## src/rtl/sysid_pkg.sv

```systemverilog
// Shared definitions for the system-ID register bank: the word map,
// the CONTROL bit positions and the register word type.
package sysid_pkg;

    typedef logic [31:0] word_t;

    localparam logic [2:0] ADDR_SYSID     = 3'd0;
    localparam logic [2:0] ADDR_TIMESTAMP = 3'd1;
    localparam logic [2:0] ADDR_VERSION   = 3'd2;
    localparam logic [2:0] ADDR_SCRATCH   = 3'd3;
    localparam logic [2:0] ADDR_UPTIME_LO = 3'd4;
    localparam logic [2:0] ADDR_UPTIME_HI = 3'd5;
    localparam logic [2:0] ADDR_CONTROL   = 3'd6;
    localparam logic [2:0] ADDR_CLKFREQ   = 3'd7;

    localparam int CTRL_EN  = 0;
    localparam int CTRL_CLR = 1;

endpackage

```

## src/rtl/sysid_uptime_counter.sv

```systemverilog
// Free-running uptime counter with clear priority and a high-word snapshot
// taken whenever the low word is read, so 64-bit reads are coherent.
module sysid_uptime_counter
    import sysid_pkg::*;
#(
    parameter int CNT_W = 64
) (
    input  logic  clock,
    input  logic  reset,
    input  logic  en,
    input  logic  clr,
    input  logic  snap,
    output word_t count,
    output word_t hi_snap
);

    logic [CNT_W-1:0] cnt_q;

    // NOTE: state uses non-blocking assignments so every register samples
    // pre-edge values; the snapshot below relies on seeing the old cnt_q.
    always_ff @(posedge clock or posedge reset) begin
        if (reset) begin
            cnt_q   <= '0;
            hi_snap <= '0;
        end else begin
            if (clr) begin
                cnt_q <= '0;
            end else if (en) begin
                cnt_q <= cnt_q + 1'b1;
            end
            if (snap) begin
                hi_snap <= word_t'(cnt_q[CNT_W-1:32]);
            end
        end
    end

    assign count = cnt_q[31:0];

endmodule

```

## src/rtl/sysid_info_regs.sv

```systemverilog
// System-ID register bank on an Avalon-MM slave: constant identity words,
// a scratch word, CONTROL and a coherent uptime counter, read latency 1.
module sysid_info_regs
    import sysid_pkg::*;
#(
    parameter word_t       SYSTEM_ID     = 32'h5761_2637,
    parameter word_t       TIMESTAMP     = 32'h0,
    parameter logic [15:0] VER_MAJOR     = 16'd2,
    parameter logic [15:0] VER_MINOR     = 16'd0,
    parameter word_t       CLK_HZ        = 32'd50_000_000,
    parameter int          CNT_W         = 64,
    parameter word_t       SCRATCH_RESET = 32'h0
) (
    input  logic        clock,
    input  logic        reset,
    input  logic [2:0]  address,
    input  logic        read,
    input  logic        write,
    input  logic [31:0] writedata,
    input  logic [3:0]  byteenable,
    output logic [31:0] readdata,
    output logic        readdatavalid
);

    word_t scratch;
    logic  ctrl_en;
    word_t uptime_lo;
    word_t uptime_hi;
    word_t rd_mux;
    logic  ctrl_wr;
    logic  cnt_clr;
    logic  cnt_snap;

    assign ctrl_wr  = write && (address == ADDR_CONTROL) && byteenable[0];
    assign cnt_clr  = ctrl_wr && writedata[CTRL_CLR];
    assign cnt_snap = read && (address == ADDR_UPTIME_LO);

    sysid_uptime_counter #(
        .CNT_W (CNT_W)
    ) u_uptime (
        .clock   (clock),
        .reset   (reset),
        .en      (ctrl_en),
        .clr     (cnt_clr),
        .snap    (cnt_snap),
        .count   (uptime_lo),
        .hi_snap (uptime_hi)
    );

    // NOTE: every combinational output gets a default first, so no path
    // through the case statement can infer a latch.
    always_comb begin
        rd_mux = '0;
        case (address)
            ADDR_SYSID:     rd_mux = SYSTEM_ID;
            ADDR_TIMESTAMP: rd_mux = TIMESTAMP;
            ADDR_VERSION:   rd_mux = {VER_MAJOR, VER_MINOR};
            ADDR_SCRATCH:   rd_mux = scratch;
            ADDR_UPTIME_LO: rd_mux = uptime_lo;
            ADDR_UPTIME_HI: rd_mux = uptime_hi;
            ADDR_CONTROL:   rd_mux[CTRL_EN] = ctrl_en;
            ADDR_CLKFREQ:   rd_mux = CLK_HZ;
            default:        rd_mux = '0;
        endcase
    end

    // The read mux sees pre-write state, so a same-cycle write to the
    // addressed register is returned as its old value.
    always_ff @(posedge clock or posedge reset) begin
        if (reset) begin
            scratch       <= SCRATCH_RESET;
            ctrl_en       <= 1'b1;
            readdata      <= '0;
            readdatavalid <= 1'b0;
        end else begin
            readdatavalid <= read;
            if (read) begin
                readdata <= rd_mux;
            end
            if (write && (address == ADDR_SCRATCH)) begin
                for (int b = 0; b < 4; b++) begin
                    if (byteenable[b]) begin
                        scratch[8*b +: 8] <= writedata[8*b +: 8];
                    end
                end
            end
            if (ctrl_wr) begin
                ctrl_en <= writedata[CTRL_EN];
            end
        end
    end

endmodule

```

## config.mk

```make
export PLATFORM = sky130hd
export DESIGN_NAME = sysid_info_regs
export DESIGN_NICKNAME = d
export VERILOG_FILES = /design/src/rtl/sysid_pkg.sv /design/src/rtl/sysid_uptime_counter.sv /design/src/rtl/sysid_info_regs.sv
export SDC_FILE = /design/constraint.sdc
export NUM_CORES = 1
export LEC_CHECK = 0
export ABC_AREA = 1
export BUFFER_PORTS_ARGS = -buffer_cell sky130_fd_sc_hd__buf_2
export CAP_MARGIN = 20
export CORE_MARGIN = 3
export CORE_UTILIZATION = 50
export CTS_CLUSTER_SIZE = 14
export DETAILED_ROUTE_END_ITERATION = 10
export GPL_ROUTABILITY_DRIVEN = 0
export PLACE_DENSITY_LB_ADDON = 0.05
export SYNTH_ARGS = -nofsm -noshare
export SYNTH_HDL_FRONTEND = slang
export SYNTH_SLANG_ARGS = --single-unit
export TNS_END_PERCENT = 30
```

## constraint.sdc

```tcl
create_clock -name clock -period 5.7 [get_ports clock]
set_input_delay 0.57 -clock clock [delete_from_list [all_inputs] [get_ports clock]]
set_output_delay 0.57 -clock clock [all_outputs]
set_load 0.01 [all_outputs]
```

==> impl_metrics.env, run 1 <==
export IMPL_status="finished clean"
export IMPL_die_w_um=136.3
export IMPL_cts_root_buf="clkbuf_16"
export IMPL_vias=7470
export IMPL_ctsHoldBuffers=0
export IMPL_place_hpwl_um=18440
export IMPL_power_per_cell_area_nw_per_um2=304.9
export IMPL_diodes=0
export IMPL_drive_gt1_share_pct=16.61
export IMPL_route_detailed_drc=0
export IMPL_grt_use_met2_pct=39.71
export IMPL_setup_violations=0
export IMPL_path_clk_slew_ns=0.07
export IMPL_io_buffers=75
export IMPL_layout_nets=1212
export IMPL_numClockSinks=162
export IMPL_seq_area_frac_synth_pct=47.75
export IMPL_worstPathCellList="buf_2 -> nor2_1 -> nand2_1 -> inv_2 -> nand2_2 -> mux2_2"
export IMPL_tightest_slew_ns=1.019
export IMPL_wl_per_cell_um=17.58
export IMPL_drtAntennaViolNets=0
export IMPL_cp_top_family="simple AND/OR/NAND/NOR gates"
export IMPL_rows=47
export IMPL_synth_nets=1149
export IMPL_hold_viol=0
export IMPL_leakage_nw=4.569
export IMPL_rsz0062_at_grt="false"
export IMPL_final_area_um2=9639
export IMPL_drtPass1Iterations=8
export IMPL_use_met1_pct=40.70
export IMPL_p_clk_share_pct=42.4
export IMPL_setup_tns_ns=0
export IMPL_syn_to_final_growth_pct=13.49
export IMPL_hold_worst_slack_ns=0.1785
export IMPL_postSynthRegisterBits=162
export IMPL_ys_flop_type="dfrtp_1"
export IMPL_grt_pass1_vias=6863
export IMPL_grt_pass1_wl_um=38430
export IMPL_fin_cells=1400
export IMPL_critPathBufInv=2
export IMPL_pin_count=76
export IMPL_postPlaceCellArea_um2=8997
export IMPL_fin_worst_skew_ns=0.009316
export IMPL_routed_via_density=5.336
export IMPL_endpoint_kind="flip-flop"
export IMPL_fmax_mhz=398.8
export IMPL_netlist_cell_type_count=39
export IMPL_numCtsBuffers=17
export IMPL_synth_area_um2=8493
export IMPL_grt_antenna_before_repair=0
export IMPL_switchingPower_uw=783.0
export IMPL_grt_use_met3_pct=7.217
export IMPL_p_seq_share_pct=46.2
export IMPL_dieArea_um2=18590
export IMPL_insertion_delay_ns=0.43
export IMPL_tritoncts="built"
export IMPL_critPathKind="in -> reg"
export IMPL_overflow=0
export IMPL_p_sw_share_pct=26.64
export IMPL_timing_final_crit_share_pct=43.99
export IMPL_crit_arrival_ns=2.82
export IMPL_comb_power_share_pct=11.4
export IMPL_synth_warnings=0
export IMPL_synth_edf_count=0
export IMPL_track_usage_pct=27.47
export IMPL_start_kind="input pin"
export IMPL_layout_commonest_cell="nand2_1"
export IMPL_die_y_um=136.3
export IMPL_drt_iter0_markers=626
export IMPL_maxCapViolations=0
export IMPL_fin_crit_ns=2.508
export IMPL_peakVddDrop_mv=0.2165
export IMPL_relSlewSlack_pct=32.02
export IMPL_dp_cells=1369
export IMPL_cts_setup_buffers=0
export IMPL_grt_max_degree=64
export IMPL_netlist_instances=1105
export IMPL_slew_violations=0
export IMPL_grt_busiest_layer="met1"
export IMPL_htree_levels=4
export IMPL_routed_wl_um=24610
export IMPL_internal_power_mw=2.156
export IMPL_core_um2=16580
export IMPL_synthArstFlopShare_pct=100.0
export IMPL_path_max_fanout=51
export IMPL_initial_core_util_pct=51.21
export IMPL_syn_area_per_cell_um2=7.686
export IMPL_ctsLongestPathBuffers=2
export IMPL_worst_path_max_delay_cell="nand2_2"
export IMPL_p_total_mw=2.939
export IMPL_layout_common_cells="nand2_1 (349), nor2_1 (171), dfrtp_1 (161)"
export IMPL_hp_class="in -> async"
export IMPL_worst_ep_required_time_ns=6.01
export IMPL_cts_resized=0
export IMPL_cpPeakStageDelay_ns=0.61
==> cells in the mapped netlist, drive strengths merged (6+ instances only) <==
cell	count	share of area, %
a21oi	48	2.8
a31oi	6	0.44
buf	23	1.5
clkbuf	10	0.46
dfrtp	161	47
inv	91	4.0
mux2	33	4.4
nand2	366	17
nand3	56	3.9
nand4	16	1.2
nor2	194	9.8
nor3	8	0.53
o2111ai	12	1.2
o21ai	63	3.7
==> worst paths after layout <==
kind / start / end / slack (ns) / cells after the start
worst max-delay path: address[1] / u_uptime.hi_snap[31] / 3.19 / 6
worst min-delay path: reset / u_uptime.hi_snap[11] / 0.18 / 2
worst max register to register: ctrl_en / u_uptime.cnt_q[54] / 3.64 / 9
worst min register to register: readdata[21] / readdata[21] / 0.47 / 2
max in group asynchronous: reset / scratch[22] / 4.34 / 3
min in group clock: writedata[5] / scratch[5] / 0.37 / 2
==> state kept, by name, indices dropped and copies added, names as in the netlist <==
signal            count
u_uptime.hi_snap     32
scratch              32
readdatavalid         1
readdata             32
u_uptime.cnt_q       64
ctrl_en               1
==> cell type report <==
cell class	instances	area [µm²]
tap	220	275.3
clock buffer	20	466.7
sequential	162	4055
clock inverter	11	175.2
fill	1579	6944
multi-input combinational	818	3926
inverter	92	350.3
timing repair buffer	77	390.4
==> per-stage QoR <==
stage	util, %	setup slack, ns
5_1_grt	58.13	2.992
3_3_place_gp	54.26	2.802
6_report	58.13	3.193
4_1_cts	58.13	3.206
2_1_floorplan	-	0.7550
3_5_place_dp	54.26	2.740
==> metal layers <==
metal | vias to the layer above | wire length (µm)
met5 | - | 0
met4 | 0 | 468
met3 | 36 | 2016
met2 | 277 | 10580
met1 | 3480 | 11550
li1 | 3677 | -
==> kinds of logic (layout without fill, tap and decap cells) <==
logic type / after synthesis / in the layout / synth area share (%)
flip-flops: 162 / 162 / 47.75
adder cells (fa/ha/maj): 1 / 1 / 0.1473
AND/OR/NAND/NOR: 647 / 647 / 32.79
AO/OA/AOI/OAI: 137 / 137 / 8.913
buffers and inverters: 125 / 200 / 6.025
multiplexers: 33 / 33 / 4.375
==> power groups by stage <==
stage | Sequential (mW) | Combinational, mW | Clock, mW
after detailed placement | 1.37 | 0.335 | 0
after CTS | 1.35 | 0.338 | 1.26
final | 1.36 | 0.335 | 1.25
after global routing | 1.37 | 0.382 | 1.31
after global placement | 1.37 | 0.328 | 0
after floorplan | 1.35 | 0.246 | 0
(Power assumes the default switching activity.)
==> inputs of run 2 (changes only) <==
- ABC_AREA: 1 -> 0
- clock period: 5.7 -> 2.2 ns (I/O delays scaled with it)
==> impl_metrics.env, run 2 <==
export IMPL_status="complete, but fails checks"
export IMPL_violations="setup timing"
export IMPL_initial_core_util_pct=51.85
export IMPL_fin_worst_skew_ns=0.009861
export IMPL_hp_class="in -> reg"
export IMPL_seq_area_frac_synth_pct=50.88
export IMPL_whs_path_depth=2
export IMPL_drtAntennaViolNets=0
export IMPL_io_buffers=75
export IMPL_dp_cells=1117
export IMPL_worstPathCellList="ha_2 -> nand3_2 -> or3_4 -> or4_4 -> or4_4 -> a21oi_2"
export IMPL_route_detailed_drc=0
export IMPL_synth_area_leaders="dfrtp_1 (51%), mux2_2 (9.0%), a21oi_1 (2.9%)"
export IMPL_synth_area_um2=7970
export IMPL_cts_root_buf="clkbuf_16"
export IMPL_largest_reg_flops=64
export IMPL_start_kind="flip-flop"
export IMPL_routed_wl_um=24620
export IMPL_worst_path_max_delay_cell="or4_4"
export IMPL_leakage_nw=4.401
export IMPL_core_um2=15370
export IMPL_netlist_cell_type_count=46
export IMPL_synth_mux_area_share_pct=9.545
export IMPL_hold_viol=0
export IMPL_slew_violations=0
export IMPL_synthArstFlopShare_pct=100.0
export IMPL_worst_path_most_repeated_cell="or4_4"
export IMPL_die_w_um=132.3
export IMPL_yosys_area_top_type="dfrtp_1"
export IMPL_routed_via_density=5.946
export IMPL_layout_nets=984
export IMPL_worst_ep_required_time_ns=2.57
export IMPL_setup_ws_ns=-0.04252
export IMPL_critPathKind="reg -> reg"
export IMPL_crit_arrival_ns=2.61
export IMPL_synth_warnings=0
export IMPL_ctsLongestPathBuffers=2
export IMPL_tightest_slew_ns=0.6835
export IMPL_numCtsBuffers=17
export IMPL_setup_tns_ns=-0.1737
export IMPL_drive_gt1_share_pct=33.68
export IMPL_layout_commonest_cell="dfrtp_1"
export IMPL_peakVddDrop_mv=0.7160
export IMPL_htree_levels=4
export IMPL_endpoint_kind="flip-flop"
export IMPL_timing_final_crit_share_pct=101.9
export IMPL_grt_pass1_wl_um=38900
export IMPL_synth_nets=836
export IMPL_synth_most_common_cell="dfrtp_1"
export IMPL_yosys_area_share_xor_xnor_pct=3.407
export IMPL_netlist_top_cells_count="dfrtp_1 (161), mux2_2 (64), inv_1 (58)"
export IMPL_overflow=0
export IMPL_drtPass1Iterations=5
export IMPL_yosys_area_share_simple_pct=16.83
export IMPL_track_usage_pct=28.61
export IMPL_place_hpwl_um=17750
export IMPL_fin_cells=1164
export IMPL_vias=6921
export IMPL_synth_compound_area_share_pct=13.80
export IMPL_grt_max_degree=62
export IMPL_synth_edf_count=0
export IMPL_fin_crit_ns=2.243
export IMPL_rsz0062_at_grt="true"
export IMPL_postSynthRegisterBits=162
export IMPL_wl_per_cell_um=21.15
export IMPL_setup_violations=5
export IMPL_yosysTopAreaCellShare_pct=50.55
export IMPL_dp_slack_ns=-0.2519
export IMPL_dieArea_um2=17490
export IMPL_syn_to_final_growth_pct=26.28
export IMPL_syn_area_per_cell_um2=10.06
export IMPL_grt_pass1_vias=6984
export IMPL_pin_count=76
export IMPL_synth_top_family_by_area="simple AND/OR/NAND/NOR gates"
export IMPL_insertion_delay_ns=0.44
export IMPL_grt_antenna_before_repair=0
export IMPL_power_per_cell_area_nw_per_um2=973.9
export IMPL_die_y_um=132.3
export IMPL_drt_iter0_markers=549
export IMPL_netlist_instances=792
export IMPL_numClockSinks=162
export IMPL_diodes=0
export IMPL_cpPeakStageDelay_ns=0.51
export IMPL_relSlewSlack_pct=54.33
export IMPL_maxCapViolations=0
export IMPL_fmax_mhz=445.9
export IMPL_regMostFlops="u_uptime.cnt_q"
export IMPL_path_max_fanout=6
export IMPL_ys_flop_type="dfrtp_1"
export IMPL_path_clk_slew_ns=0.07
export IMPL_tritoncts="built"
export IMPL_layout_common_cells="dfrtp_1 (161), buf_4 (95), buf_2 (75)"
export IMPL_r2r_cells=6
export IMPL_synthAdderAreaFrac_pct=0.1570
export IMPL_rows=45
-- run 2: cell count changes after synthesis, sizes merged, moves of 17 or more --
cell | before | now
nand2 | 366 | 53
nor2 | 194 | 48
o21ai | 63 | 21
clkbuf | 10 | 44
inv | 91 | 58
nand3 | 56 | 24
mux2 | 33 | 64
o22ai | 3 | 31
xnor2 | 0 | 20
a22o | 0 | 19
a22oi | 0 | 17
or4 | 0 | 17
-- run 2: worst max-delay path: cells and delay by family (launching register included) --
kind,cells,cell delay [ns]
adder cells (fa/ha/maj),1,0.20
flip-flops,1,0.36
AND/OR/NAND/NOR,4,1.48
AO/OA/AOI/OAI,1,0.12
-- run 2: cells by family (layout without fill, tap and decap cells) --
logic type,Yosys count,count (layout)
buf+inv,110,268
fa+ha+maj,1,1
compound gates,170,170
xor+xnor,31,31
flops,162,162
mux,68,68
simple gates,250,253
-- run 2: routing by layer --
layer,global-route usage (%),part of all wire [%]
met5,0,0
met2,46.41,48
met3,4.656,5.3
met4,11.72,3.5
met1,38.58,43
-- run 2: layout make-up --
type | count | area (µm²)
Fill cell | 1235 | 5306
Clock inverter | 15 | 193.9
Multi-Input combinational cell | 523 | 3680
Tap cell | 211 | 264.0
Timing Repair Buffer | 178 | 1225
Clock buffer | 17 | 425.4
Sequential cell | 162 | 4055
Inverter | 58 | 221.5
-- run 2: path summary, 6_finish.rpt --
check | start | to | slack (ns)
max | u_uptime.cnt_q[0] | u_uptime.cnt_q[50] | -0.04
min | writedata[13] | scratch[13] | 0.01
max reg2reg | u_uptime.cnt_q[0] | u_uptime.cnt_q[50] | -0.04
min reg2reg | scratch[9] | scratch[9] | 0.51
max in group asynchronous | reset | u_uptime.cnt_q[52] | 1.05
min in group asynchronous | reset | u_uptime.hi_snap[0] | 0.44
-- run 2: where the power goes --
part / switching, mW / internal [mW]
sequential: 0.582 / 3.69
combinational: 1.21 / 1.18
clock: 1.32 / 1.82
-- run 2: per-stage QoR --
step	total power, mW	utilization (%)	hold slack (ns)	cell area [µm²]
global route	10.26	65.48	0.01146	10060
CTS	9.728	64.25	0.006707	9876
global placement	6.449	59.61	0.3582	9163
floorplan	5.418	-	0.2514	7981
finish	9.802	65.48	0.01117	10060
detailed placement	6.548	59.61	0.3542	9163
-- run 2: timing repair --
item | in CTS | in global routing
endpoints found under the hold margin | 22 | 0
resized for setup | 11 | 27
hold buffers | 1 | 0
setup endpoints to repair | 14 | 21
gates cloned | 2 | 1
buffers inserted | 3 | 8
pin swaps | 10 | 11
